**config.mk**
```make
export PLATFORM = sky130hd
export DESIGN_NAME = gate_test_sequencer
export DESIGN_NICKNAME = d
export VERILOG_FILES = /design/src/rtl/gate_test_sequencer.sv
export SDC_FILE = /design/constraint.sdc
export NUM_CORES = 1
export LEC_CHECK = 0
export BUFFER_PORTS_ARGS = -buffer_cell sky130_fd_sc_hd__buf_2
export CAP_MARGIN = 20
export CORE_AREA = 2 2 45 78
export DETAILED_ROUTE_END_ITERATION = 8
export DIE_AREA = 0 0 47 80
export MAX_ROUTING_LAYER = met4
export PLACE_DENSITY = 0.61
export SYNTH_ARGS = -nofsm -noshare
export SYNTH_HDL_FRONTEND = slang
export SYNTH_SLANG_ARGS = --single-unit
```
**constraint.sdc**
```tcl
create_clock -name clk -period 2.09 [get_ports clk]
set_input_delay 0.1045 -clock clk [delete_from_list [all_inputs] [get_ports clk]]
set_output_delay 0.1045 -clock clk [all_outputs]
set_load 0.005 [all_outputs]
```
**src/rtl/gate_test_sequencer.sv**
```systemverilog
// gate_test_sequencer
//   Exhaustive sweep tester for a single-output N-input logic gate. On start it
//   walks dut_in through 0 .. 2^N-1. Each vector is held for SETTLE cycles, then
//   dut_out is compared against the function picked by op_sel:
//   0 NOT(dut_in[0]), 1 AND, 2 OR, 3 XOR.
//   The result is reported as a mismatch count, the first failing vector and
//   a pass flag.
//
// Parameters
//   N       gate input count (1..8)
//   SETTLE  cycles a vector is held before dut_out is sampled (1..255)
//
// Ports
//   clk, rst_n  clock, asynchronous active-low reset
//   start       begin a sweep (only looked at in IDLE)
//   op_sel      expected function, latched when start is accepted
//   dut_out     output of the gate under test (assumed already synchronous)
//   dut_in      vector driven to the gate under test
//   busy        high in SETTLE/SAMPLE/DONE
//   done        one-cycle pulse in DONE
//   pass        last sweep had no mismatches; held until the next start
//   err_cnt     mismatch count of the current/last sweep
//   fail_vec    first mismatching vector, 0 if none
//
// Build option
//   GTS_STOP_ON_FAIL_EN  when defined, the first mismatch ends the sweep and
//                        dut_in keeps the failing vector.

module gate_test_sequencer #(
    parameter int N      = 2,
    parameter int SETTLE = 1
) (
    input  logic         clk,
    input  logic         rst_n,
    input  logic         start,
    input  logic [1:0]   op_sel,
    input  logic         dut_out,
    output logic [N-1:0] dut_in,
    output logic         busy,
    output logic         done,
    output logic         pass,
    output logic [N:0]   err_cnt,
    output logic [N-1:0] fail_vec
);

    localparam logic [7:0] SETTLE_LAST = 8'(SETTLE - 1);

    typedef enum logic [1:0] {
        S_IDLE,
        S_SETTLE,
        S_SAMPLE,
        S_DONE
    } state_t;

    state_t     state, state_nxt;
    logic [7:0] cnt;
    logic [1:0] op_q;
    logic       expected;
    logic       mismatch;
    logic       last_vec;
    logic       stop;

    always_comb begin
        expected = 1'b0;
        case (op_q)
            2'd0:    expected = ~dut_in[0];
            2'd1:    expected = &dut_in;
            2'd2:    expected = |dut_in;
            default: expected = ^dut_in;
        endcase
    end

    assign mismatch = (dut_out != expected);
    assign last_vec = &dut_in;

`ifdef GTS_STOP_ON_FAIL_EN
    // Any mismatch here is the first one: an earlier one would have ended the sweep.
    assign stop = last_vec | mismatch;
`else
    assign stop = last_vec;
`endif

    always_ff @(posedge clk or negedge rst_n) begin
        if (!rst_n) state <= S_IDLE;
        else        state <= state_nxt;
    end

    always_comb begin
        state_nxt = state;
        busy      = (state != S_IDLE);
        done      = 1'b0;
        case (state)
            S_IDLE:   if (start) state_nxt = S_SETTLE;
            S_SETTLE: if (cnt == SETTLE_LAST) state_nxt = S_SAMPLE;
            S_SAMPLE: state_nxt = stop ? S_DONE : S_SETTLE;
            S_DONE: begin
                done      = 1'b1;
                state_nxt = S_IDLE;
            end
            default:  state_nxt = S_IDLE;
        endcase
    end

    always_ff @(posedge clk or negedge rst_n) begin
        if (!rst_n) begin
            op_q     <= '0;
            dut_in   <= '0;
            cnt      <= '0;
            err_cnt  <= '0;
            fail_vec <= '0;
            pass     <= 1'b0;
        end else begin
            case (state)
                S_IDLE: begin
                    if (start) begin
                        op_q     <= op_sel;
                        dut_in   <= '0;
                        cnt      <= '0;
                        err_cnt  <= '0;
                        fail_vec <= '0;
                        pass     <= 1'b0;
                    end
                end
                S_SETTLE: begin
                    if (cnt == SETTLE_LAST) cnt <= '0;
                    else                    cnt <= cnt + 8'd1;
                end
                S_SAMPLE: begin
                    if (mismatch) begin
                        err_cnt <= err_cnt + (N+1)'(1);
                        if (err_cnt == '0) fail_vec <= dut_in;
                    end
                    // On the last vector (or a stopping mismatch) dut_in holds.
                    if (!stop) dut_in <= dut_in + N'(1);
                end
                S_DONE: pass <= (err_cnt == '0);
                default: ;
            endcase
        end
    end

endmodule

```
======== Yosys cells after proc, flatten, opt, wreduce, memory -nomap -nowiden ========
Index checks and enable logic that the tools add are counted.
Widths: inputs -> output; s select.
storage, ports and cells
  register bits ........................... 20
  input bits .............................. 6
  output and inout bits ................... 10
  word-level logic and storage cells ...... 60
cells by class
  add/subtract/negate cells ............... 3
  equal/unequal tests ..................... 11
  muxes and demuxes ....................... 20
  bitwise operators ....................... 1
  reductions and logical operators ........ 18
operator list
  kind                 number
  $mux 8               2
  $pmux 8 s2           1
  $mux 2               7
  $ne 2x2->1 const B   5
  $reduce_and 2->1     5
  $add 8x1->8 const B  1
  $logic_not 8->1      1
  $pmux 2 s2           2
  $pmux 2 s4           1
  $reduce_bool 2->1    4
  $eq 2x2->1 const B   3
  $mux 3               2
  $pmux 3 s2           1
  $reduce_and 3->1     2
  $eq 2x1->1 const B   2
  $logic_not 2->1      2
  $reduce_and 4->1     1
  $add 3x1->3 const B  1
  $logic_not 3->1      1
  $pmux 1 s3           1
  $add 2x1->2 const B  1
  $mux 1               2
  $pmux 1 s2           1
  $reduce_or 2->1      1
  3 further kinds      3

======== Logic depth before layout (Yosys ltp) ========
Gate-level depths: netlist (run 1).
  depth after elaboration ................. 5
  gate-level depth with buffers ........... 6
  gate-level depth less buffers ........... 6

======== Worst setup path after synthesis (run 1) ========
OpenSTA, ideal clock, no wires.
  kind .................................... reg2reg
  start point ............................. reg dut_in[0]
  end point ............................... reg err_cnt[1]
  setup time .............................. 125 ps
  arrival time ............................ 1,664 ps
  required time ........................... 1,965 ps
  path slack .............................. 301 ps
  cell stages (with the launch flop) ...... 7
  path buffers ............................ 0
  period minus slack after synthesis ...... 1,789 ps
  cell sequence ........................... dfrtp_1 inv_1 ha_1 mux2i_1 mux2i_2 nand2_2 mux2_4
on the way
  cells in the longest elaborated chain, start to end .. 5
  elaborated cells on any way between the ends .. 8
  classes of those cells .................. 2 x eq/ne; 1 x mux; 1 x bitwise; 4 x reduce/logical
ends and longest elaborated chain
  item                                      line  RTL
  from (decl)                               38    output logic [N-1:0] dut_in,
  from (signal assigned)                    134   if (!stop) dut_in <= dut_in + N'(1);
  $reduce_xor 2->1 (tied with other cells)  69    default: expected = ^dut_in;
  $pmux 1 s3 (*)                            65    case (op_q)
  $ne 1x1->1 (*)                            73    assign mismatch = (dut_out != expected);
  $ne 2x2->1 (no source line) (*)           --
  $reduce_and 3->1 (no source line) (*)     --
  to (signal assigned)                      130   err_cnt <= err_cnt + (N+1)'(1);
  to (decl)                                 42    output logic [N:0] err_cnt,
Mark *: on every way between the ends. The rest lies on a longest branch, timed or not.
A chain may end at the register's enable or synchronous reset.

======== Worst setup path in the final report (run 1) ========
Same ends and word-level chain as after synthesis.

==> impl_metrics.ini, run 1 <==
[run_status]
status = completed

[synth]
synth_area_leader_cell = dfrtp_1
synth_top_area_share_pct = 41.58
postSynthCellCount = 111
synth_area_mm2 = 0.001204
synth_warnings = 0
synth-seq-cells = 20
yosys-top-cells-area = dfrtp_1, ha_1, mux2i_1
synth-seq-area-share_pct = 41.58
synth_area_per_cell_um2 = 10.84
yosysUniqueCellTypes = 33
synth_nets = 123

[cts]
insertion_delay_ns = 0.26
clock-sinks = 20
cts_buffer_depth = 2
tritoncts = yes
tritoncts.num_buffers = 3
cts_root_buffer = clkbuf_8
h-tree-depth = 1
clk_pin_slew_worst_paths_ns = 0.07

[worst_setup_path]
reg2reg_to = err_cnt[1]$_DFFE_PN0P_
setup.worst_path.end_class = register
rr_startpoint = dut_in[0]$_DFFE_PN0P_
r2r_slack_ns = 0.21
critPathMaxFanout = 5
path_class = register to register
r2r_cells = 6
cp.arrival_ns = 2.03
crit_path_start_kind = register
crit_required_ns = 2.23

[sta]
rsz0062_at_grt = no
min_period_ns = 1.884
fin_ws_ns = 0.2063
timing.setup.tns_ns = 0
fmax_ghz = 0.5309
skew_ns = 0.003583
holdWs_ns = 0.07820
hold_violations = 0
setup_viol = 0
tightestPinTransition_ns = 0.4559
final_max_slew_viol_count = 0
slew_headroom_pct = 69.61
layout_worst_path_cycle_share_pct = 90.13

[worst_hold_path]
min_path_type = input pin to register
hold_end = op_q[0]$_DFFE_PN0P_
whs_path_depth = 2
hold_start = op_sel[0]

[die]
die_width_um = 47
fp.dieH_um = 80
die_area_mm2 = 0.003760
initial_core_util_pct = 38.73
coreArea_mm2 = 0.003108
pin_count = 16
num_rows = 27

[final_layout]
fin_nets = 144
n_antenna_cell = 0
layout_common_cells = dfrtp_1, buf_2, nor2_1
final_common_cell = dfrtp_1
layout-area-overhead-vs-synth_pct = 14.66
fill_cells = 330
drive_gt1_share_pct = 32.31

[place]
port_buffers = 15
dp_slack_ns = 0.1950
dp_hpwl_um = 1745
gp_congestion = 0.8484

[run]
maxCapViolCount = 0

[drt]
vias = 868
drt_iter0_drc = 10
routed_wl_um = 2272
antenna_left = 0
drc = 0
drt_pass1_iterations = 4
avgViaCountPerCell = 5.017
wl_per_cell_um = 13.13

[global_routing]
grtUsageTotal_pct = 14.88
grt_first_pass_wirelength_um = 3939
antenna_found_initial = 0
grt_pass1_vias = 945
grt_max_degree = 21
grt-ovfl-total = 0

[pwr]
ir_drop_mv = 0.3937
p_leak_uw = 0.0006061
power_density_mw_per_mm2 = 481.0
==> through the flow <==
stage,cells,area [um^2],power [uW],utilization (%)
6_report,173,1380,663.9,44.40
5_1_grt,173,1380,704.7,44.40
4_1_cts,173,1380,680.5,44.40
3_3_place_gp,169,1329,426.7,42.75
2_1_floorplan,111,1204,409.7,-
3_5_place_dp,169,1329,427.4,42.75
==> layout make-up <==
type | count | area (um^2) | area share, %
multi-input combinational | 79 | 640.6 | 46.42
sequential | 20 | 500.5 | 36.26
clock buffer | 3 | 41.29 | 2.992
tap | 43 | 53.80 | 3.898
timing repair buffer | 19 | 107.6 | 7.797
inverter | 9 | 36.28 | 2.629
==> critical path, cell delays in order (launching register included) <==
cell and delay (ns):
dfrtp_1 0.39, inv_1 0.09, ha_1 0.31, mux2i_1 0.23
mux2i_2 0.33, nand2_2 0.11, mux2_4 0.30
==> where the power goes <==
| group | internal [uW] | total [uW] | switching [uW] | leakage (uW) |
|---|---|---|---|---|
| Sequential | 390 | 394 | 4.03 | 0.000255 |
| Combinational | 11.8 | 26.7 | 14.9 | 0.000330 |
| Clock | 128 | 243 | 115 | 0.0000216 |
==> repair_timing <==
item / CTS / global route
hold buffers: 1 / 0
hold endpoints to repair: 20 / 0
setup buffers: 0 / 0
resized for setup: 0 / 0
==> sequential cells by signal, summed over array words and instances, names as in the netlist <==
name	count
pass	1
cnt	8
op_q	2
state	2
dut_in	2
fail_vec	2
err_cnt	3
==> per-layer routing <==
| metal | routed length (um) | vias to the layer above | track usage, % |
|---|---|---|---|
| met5 | 0 | - | - |
| met4 | 87 | 0 | 9.167 |
| met2 | 1250 | 20 | 25.75 |
| met3 | 81 | 7 | 2.489 |
| met1 | 852 | 415 | 14.31 |
| li1 | - | 426 | - |
==> cell usage after synthesis <==
cell type / number
a211o_1: 1
a211oi_1: 1
a21boi_1: 1
a21oi_1: 1
a21oi_2: 3
a22o_1: 3
and2_2: 1
and4b_2: 1
and4bb_4: 1
buf_6: 2
clkbuf_1: 1
dfrtp_1: 20
ha_1: 6
inv_1: 8
inv_4: 1
mux2_2: 3
mux2_4: 1
mux2i_1: 6
mux2i_2: 2
nand2_1: 7
nand2_2: 1
nand2b_1: 2
nand3_1: 3
nor2_1: 10
nor3_1: 3
nor4_2: 2
nor4b_2: 2
nor4bb_4: 1
o21ai_0: 9
o21bai_4: 1
or2_2: 1
or3_1: 1
xnor2_1: 5
==> cells by family after synthesis <==
| logic type | after synthesis | share of synthesized area [%] |
|---|---|---|
| AND/OR/NAND/NOR | 36 | 19.96 |
| multiplexers | 12 | 11.33 |
| XOR/XNOR | 5 | 3.638 |
| buffers and inverters | 12 | 5.198 |
| AO/OA/AOI/OAI | 20 | 12.06 |
| flip-flops | 20 | 41.58 |
| adder cells (fa/ha/maj) | 6 | 6.237 |
==> worst max path at each step <==
stage	slack, ns	from	cells after the start	end
finish	0.21	dut_in[0]$_DFFE_PN0P_	6	err_cnt[1]$_DFFE_PN0P_
global route	0.08	dut_in[0]$_DFFE_PN0P_	6	err_cnt[1]$_DFFE_PN0P_
CTS	0.19	dut_in[0]$_DFFE_PN0P_	6	err_cnt[1]$_DFFE_PN0P_
detailed placement	0.20	dut_in[0]$_DFFE_PN0P_	6	err_cnt[1]$_DFFE_PN0P_
global placement	0.22	dut_in[0]$_DFFE_PN0P_	6	err_cnt[1]$_DFFE_PN0P_
floorplan	0.30	dut_in[0]$_DFFE_PN0P_	6	err_cnt[1]$_DFFE_PN0P_
Note: power is estimated with default switching activity, not from simulation.
==> run 2: changes to the inputs <==
==> constraint.sdc (replaced) <==
create_clock -name clk -period 2.09 [get_ports clk]
set_input_delay 0.418 -clock clk [delete_from_list [all_inputs] [get_ports clk]]
set_output_delay 0.418 -clock clk [all_outputs]
set_load 0.005 [all_outputs]
==> impl_metrics.ini, run 2 (synthesized netlist as in run 1, its figures left out) <==
[final_layout]
largest-register = cnt
largest_reg_flops = 8
largestRegisters = cnt x8, err_cnt x3
fin_nets = 143
final_cells = 172
layout-area-overhead-vs-synth_pct = 13.83
layout_common_cells = dfrtp_1, buf_2, nor2_1
n_antenna_cell = 0
final_common_cell = dfrtp_1
finalCoreUtilization_pct = 44.08
drive_gt1_share_pct = 32.56

[cts]
tritoncts.num_buffers = 3
clk_pin_slew_worst_paths_ns = 0.07
cts_resized = 0
cts_buffer_depth = 2
cts_setup_buffers = 0
postCtsHoldBufs = 0
insertion_delay_ns = 0.25
cts_root_buffer = clkbuf_8
h-tree-depth = 1
clock-sinks = 20
tritoncts = yes

[global_routing]
grt_first_pass_wirelength_um = 3857
grt_max_degree = 21
grt-ovfl-total = 0
antenna_found_initial = 0
grtUsageTotal_pct = 13.89
grt_pass1_vias = 864

[sta]
holdWs_ns = 0.1071
layout_worst_path_cycle_share_pct = 90.56
final_max_slew_viol_count = 0
fin_ws_ns = 0.1972
rsz0062_at_grt = no
hold_violations = 0
timing.setup.tns_ns = 0
slew_headroom_pct = 69.78
skew_ns = 0.0007274
min_period_ns = 1.893
fmax_ghz = 0.5283
setup_viol = 0
tightestPinTransition_ns = 0.4532

[die]
fp.dieH_um = 80
pin_count = 16
die_area_mm2 = 0.003760
num_rows = 27
coreArea_mm2 = 0.003108
die_width_um = 47
initial_core_util_pct = 38.73

[drt]
wl_per_cell_um = 12.52
drt_iter0_drc = 5
avgViaCountPerCell = 5.058
antenna_left = 0
drc = 0
vias = 870
routed_wl_um = 2154
drt_pass1_iterations = 4

[pwr]
p_leak_uw = 0.0006019
switchingPower_uw = 137.0
ir_drop_mv = 0.3506
seqPwrFrac_pct = 59.2
swShare_pct = 20.59
p_int_uw = 528.3
power_density_mw_per_mm2 = 485.6
combinationalPowerShare_pct = 3.7
power.share.clock_pct = 37.1

[worst_setup_path]
crit_path_start_kind = register
crit_required_ns = 2.23
path_cells = inv_1 > ha_1 > mux2i_1 > mux2i_2 > nand2_2 > mux2_4
crit_slowest_cell = dfrtp_1
path_class = register to register
critPathMaxStageDelay_ns = 0.41
worstPathBufferInverterCount = 1
critical_path.top_delay_family = multiplexers
cp.arrival_ns = 2.03
setup.worst_path.end_class = register
critPathMaxFanout = 5

[worst_hold_path]
min_path_type = input pin to async pin

[place]
dp_hpwl_um = 1660
dp_cells = 169
port_buffers = 15
gp_congestion = 0.7640
dp_slack_ns = 0.1668

[run]
maxCapViolCount = 0

[run_status]
status = completed
run 2: worst register-to-register path, delay by kind of cell (launching register included):
kind	cells	cell delay, ns
DFF	1	0.41
buffers and inverters	1	0.10
and+or+nand+nor	1	0.11
adders and majority gates	1	0.31
muxes	3	0.84
run 2: metal layers:
metal	track usage (%)	up-vias	share of wire, %
li1	-	425	-
met1	17.54	430	43
met2	23.15	13	53
met3	2.036	2	3.0
met4	2.500	0	0.56
met5	-	-	0
run 2: final timing paths:
| check | endpoint | cells past startpoint | slack, ns | from |
|---|---|---|---|---|
| min | err_cnt[0]$_DFFE_PN0P_ | 1 | 0.11 | rst_n |
| min reg2reg | err_cnt[2]$_DFFE_PN0P_ | 1 | 0.48 | err_cnt[2]$_DFFE_PN0P_ |
| max | err_cnt[1]$_DFFE_PN0P_ | 6 | 0.20 | dut_in[0]$_DFFE_PN0P_ |
| max reg2reg | err_cnt[1]$_DFFE_PN0P_ | 6 | 0.20 | dut_in[0]$_DFFE_PN0P_ |
| min in group clk | op_q[0]$_DFFE_PN0P_ | 2 | 0.40 | op_sel[0] |
| max in group asynchronous | cnt[0]$_DFFE_PN0P_ | 1 | 1.67 | rst_n |
run 2: layout make-up:
cell class	count	area, um^2
fill	324	1738
multi-input combinational	79	640.6
sequential	20	500.5
timing repair buffer	18	97.59
tap	43	53.80
clock buffer	3	41.29
inverter	9	36.28
run 2: through the flow:
| step | area [um^2] | total power, uW |
|---|---|---|
| floorplan | 1204 | 409.7 |
| global placement | 1329 | 426.6 |
| detailed placement | 1329 | 427.1 |
| CTS | 1370 | 673.0 |
| global route | 1370 | 696.5 |
| finish | 1370 | 665.3 |
run 2: power groups by stage:
stage | registers [uW] | clock network (uW) | logic [uW]
finish | 394 | 247 | 24.8
global route | 394 | 274 | 28.8
CTS | 394 | 253 | 26.0
detailed placement | 401 | 0 | 25.9
global placement | 401 | 0 | 25.5
floorplan | 401 | 0 | 9.04
==> run 3: changes to the inputs <==
CORE_AREA = 2 2 58 60   (was 2 2 45 78)
DIE_AREA = 0 0 60 62   (was 0 0 47 80)
PLACE_DENSITY = 0.62   (was 0.61)
==> impl_metrics.ini, run 3 (synthesized netlist as in run 1, its figures left out) <==
[run_status]
status = completed

[pwr]
ir_drop_mv = 0.3514
power.share.clock_pct = 35.7
p_int_uw = 506.5
p_leak_uw = 0.0005972
seqPwrFrac_pct = 60.5
combinationalPowerShare_pct = 3.8
swShare_pct = 22.16
switchingPower_uw = 144.2
power_density_mw_per_mm2 = 478.1

[final_layout]
final_cells = 175
largest-register = cnt
largestRegisters = cnt x8, err_cnt x3
largest_reg_flops = 8
layout_common_cells = dfrtp_1, buf_2, nor2_1
final_common_cell = dfrtp_1
n_antenna_cell = 0
layout-area-overhead-vs-synth_pct = 13.10
drive_gt1_share_pct = 32.56
postLayoutCellArea_mm2 = 0.001361
finalCoreUtilization_pct = 42.82
fin_nets = 142

[worst_hold_path]
min_path_type = input pin to async pin

[die]
coreArea_mm2 = 0.003179
die_area_mm2 = 0.003720
pin_count = 16
fp.dieH_um = 62
initial_core_util_pct = 37.86
die_width_um = 60
num_rows = 21

[cts]
cts_resized = 0
cts_setup_buffers = 0
h-tree-depth = 1
cts_root_buffer = clkbuf_4
cts_buffer_depth = 2
insertion_delay_ns = 0.30
postCtsHoldBufs = 0
tritoncts.num_buffers = 3
clk_pin_slew_worst_paths_ns = 0.13
tritoncts = yes
clock-sinks = 20

[place]
gp_congestion = 0.7969
dp_hpwl_um = 1777
dp_cells = 171
placed_area_mm2 = 0.001325
port_buffers = 15
dp_slack_ns = 0.2070

[sta]
layout_worst_path_cycle_share_pct = 90.55
fmax_ghz = 0.5284
slew_headroom_pct = 64.24
hold_violations = 0
fin_ws_ns = 0.1974
rsz0062_at_grt = no
setup_viol = 0
tightestPinTransition_ns = 0.5363
timing.setup.tns_ns = 0
final_max_slew_viol_count = 0
min_period_ns = 1.893
skew_ns = 0.01056

[run]
maxCapViolCount = 0

[global_routing]
grt-ovfl-total = 0
grtUsageTotal_pct = 14.34
grt_max_degree = 21
antenna_found_initial = 0
grt_first_pass_wirelength_um = 3850
grt_pass1_vias = 851

[worst_setup_path]
critPathMaxFanout = 5
path_class = register to register
crit_path_start_kind = register
cp.arrival_ns = 2.10
crit_required_ns = 2.30
setup.worst_path.end_class = register

[drt]
drc = 0
avgViaCountPerCell = 4.846
vias = 848
wl_per_cell_um = 13.05
antenna_left = 0
drt_pass1_iterations = 4
drt_iter0_drc = 30
routed_wl_um = 2284
-- run 3: worst paths after layout --
check	slack [ns]	endpoint	start	cells after the start
max	0.20	err_cnt[1]$_DFFE_PN0P_	dut_in[0]$_DFFE_PN0P_	6
min	0.04	op_q[0]$_DFFE_PN0P_	rst_n	1
max reg2reg	0.20	err_cnt[1]$_DFFE_PN0P_	dut_in[0]$_DFFE_PN0P_	6
min reg2reg	0.51	err_cnt[2]$_DFFE_PN0P_	err_cnt[2]$_DFFE_PN0P_	1
max in group asynchronous	1.72	state[0]$_DFFE_PN0P_	rst_n	1
min in group clk	0.33	op_q[0]$_DFFE_PN0P_	op_sel[0]	2
-- run 3: power by group through the flow --
stage / registers, uW / clock network, uW / logic, uW
after floorplan: 401 / 0 / 9.04
after global placement: 401 / 0 / 25.2
after detailed placement: 401 / 0 / 25.9
after CTS: 394 / 241 / 26.0
after global routing: 394 / 261 / 28.9
final: 394 / 232 / 24.9
-- run 3: per-layer routing --
metal | global-route usage, % | wire length (um) | vias to the layer above
met1 | 16.77 | 1023 | 412
met4 | 1.905 | 8 | 0
li1 | - | - | 424
met5 | - | 0 | -
met2 | 25.78 | 1185 | 10
met3 | 3.313 | 66 | 2
-- run 3: final cells by class --
| type | count | area, um^2 |
|---|---|---|
| Fill cell | 322 | 1818 |
| Tap cell | 46 | 57.56 |
| Sequential cell | 20 | 500.5 |
| Timing Repair Buffer | 17 | 90.09 |
| Multi-Input combinational cell | 79 | 640.6 |
| Clock buffer | 4 | 36.28 |
| Inverter | 9 | 36.28 |
-- run 3: worst max-delay path, stage by stage (launching register included) --
cell     delay (ns)
dfrtp_1        0.43
inv_1          0.10
ha_1           0.32
mux2i_1        0.20
mux2i_2        0.33
nand2_2        0.11
mux2_4         0.30
-- run 3: through the flow --
| stage | total power, uW | hold slack, ns |
|---|---|---|
| floorplan | 409.7 | 0.1224 |
| detailed placement | 427.0 | 0.4041 |
| global placement | 426.1 | 0.3918 |
| finish | 650.8 | 0.03899 |
| CTS | 661.1 | 0.05920 |
| global route | 684.9 | 0.07021 |
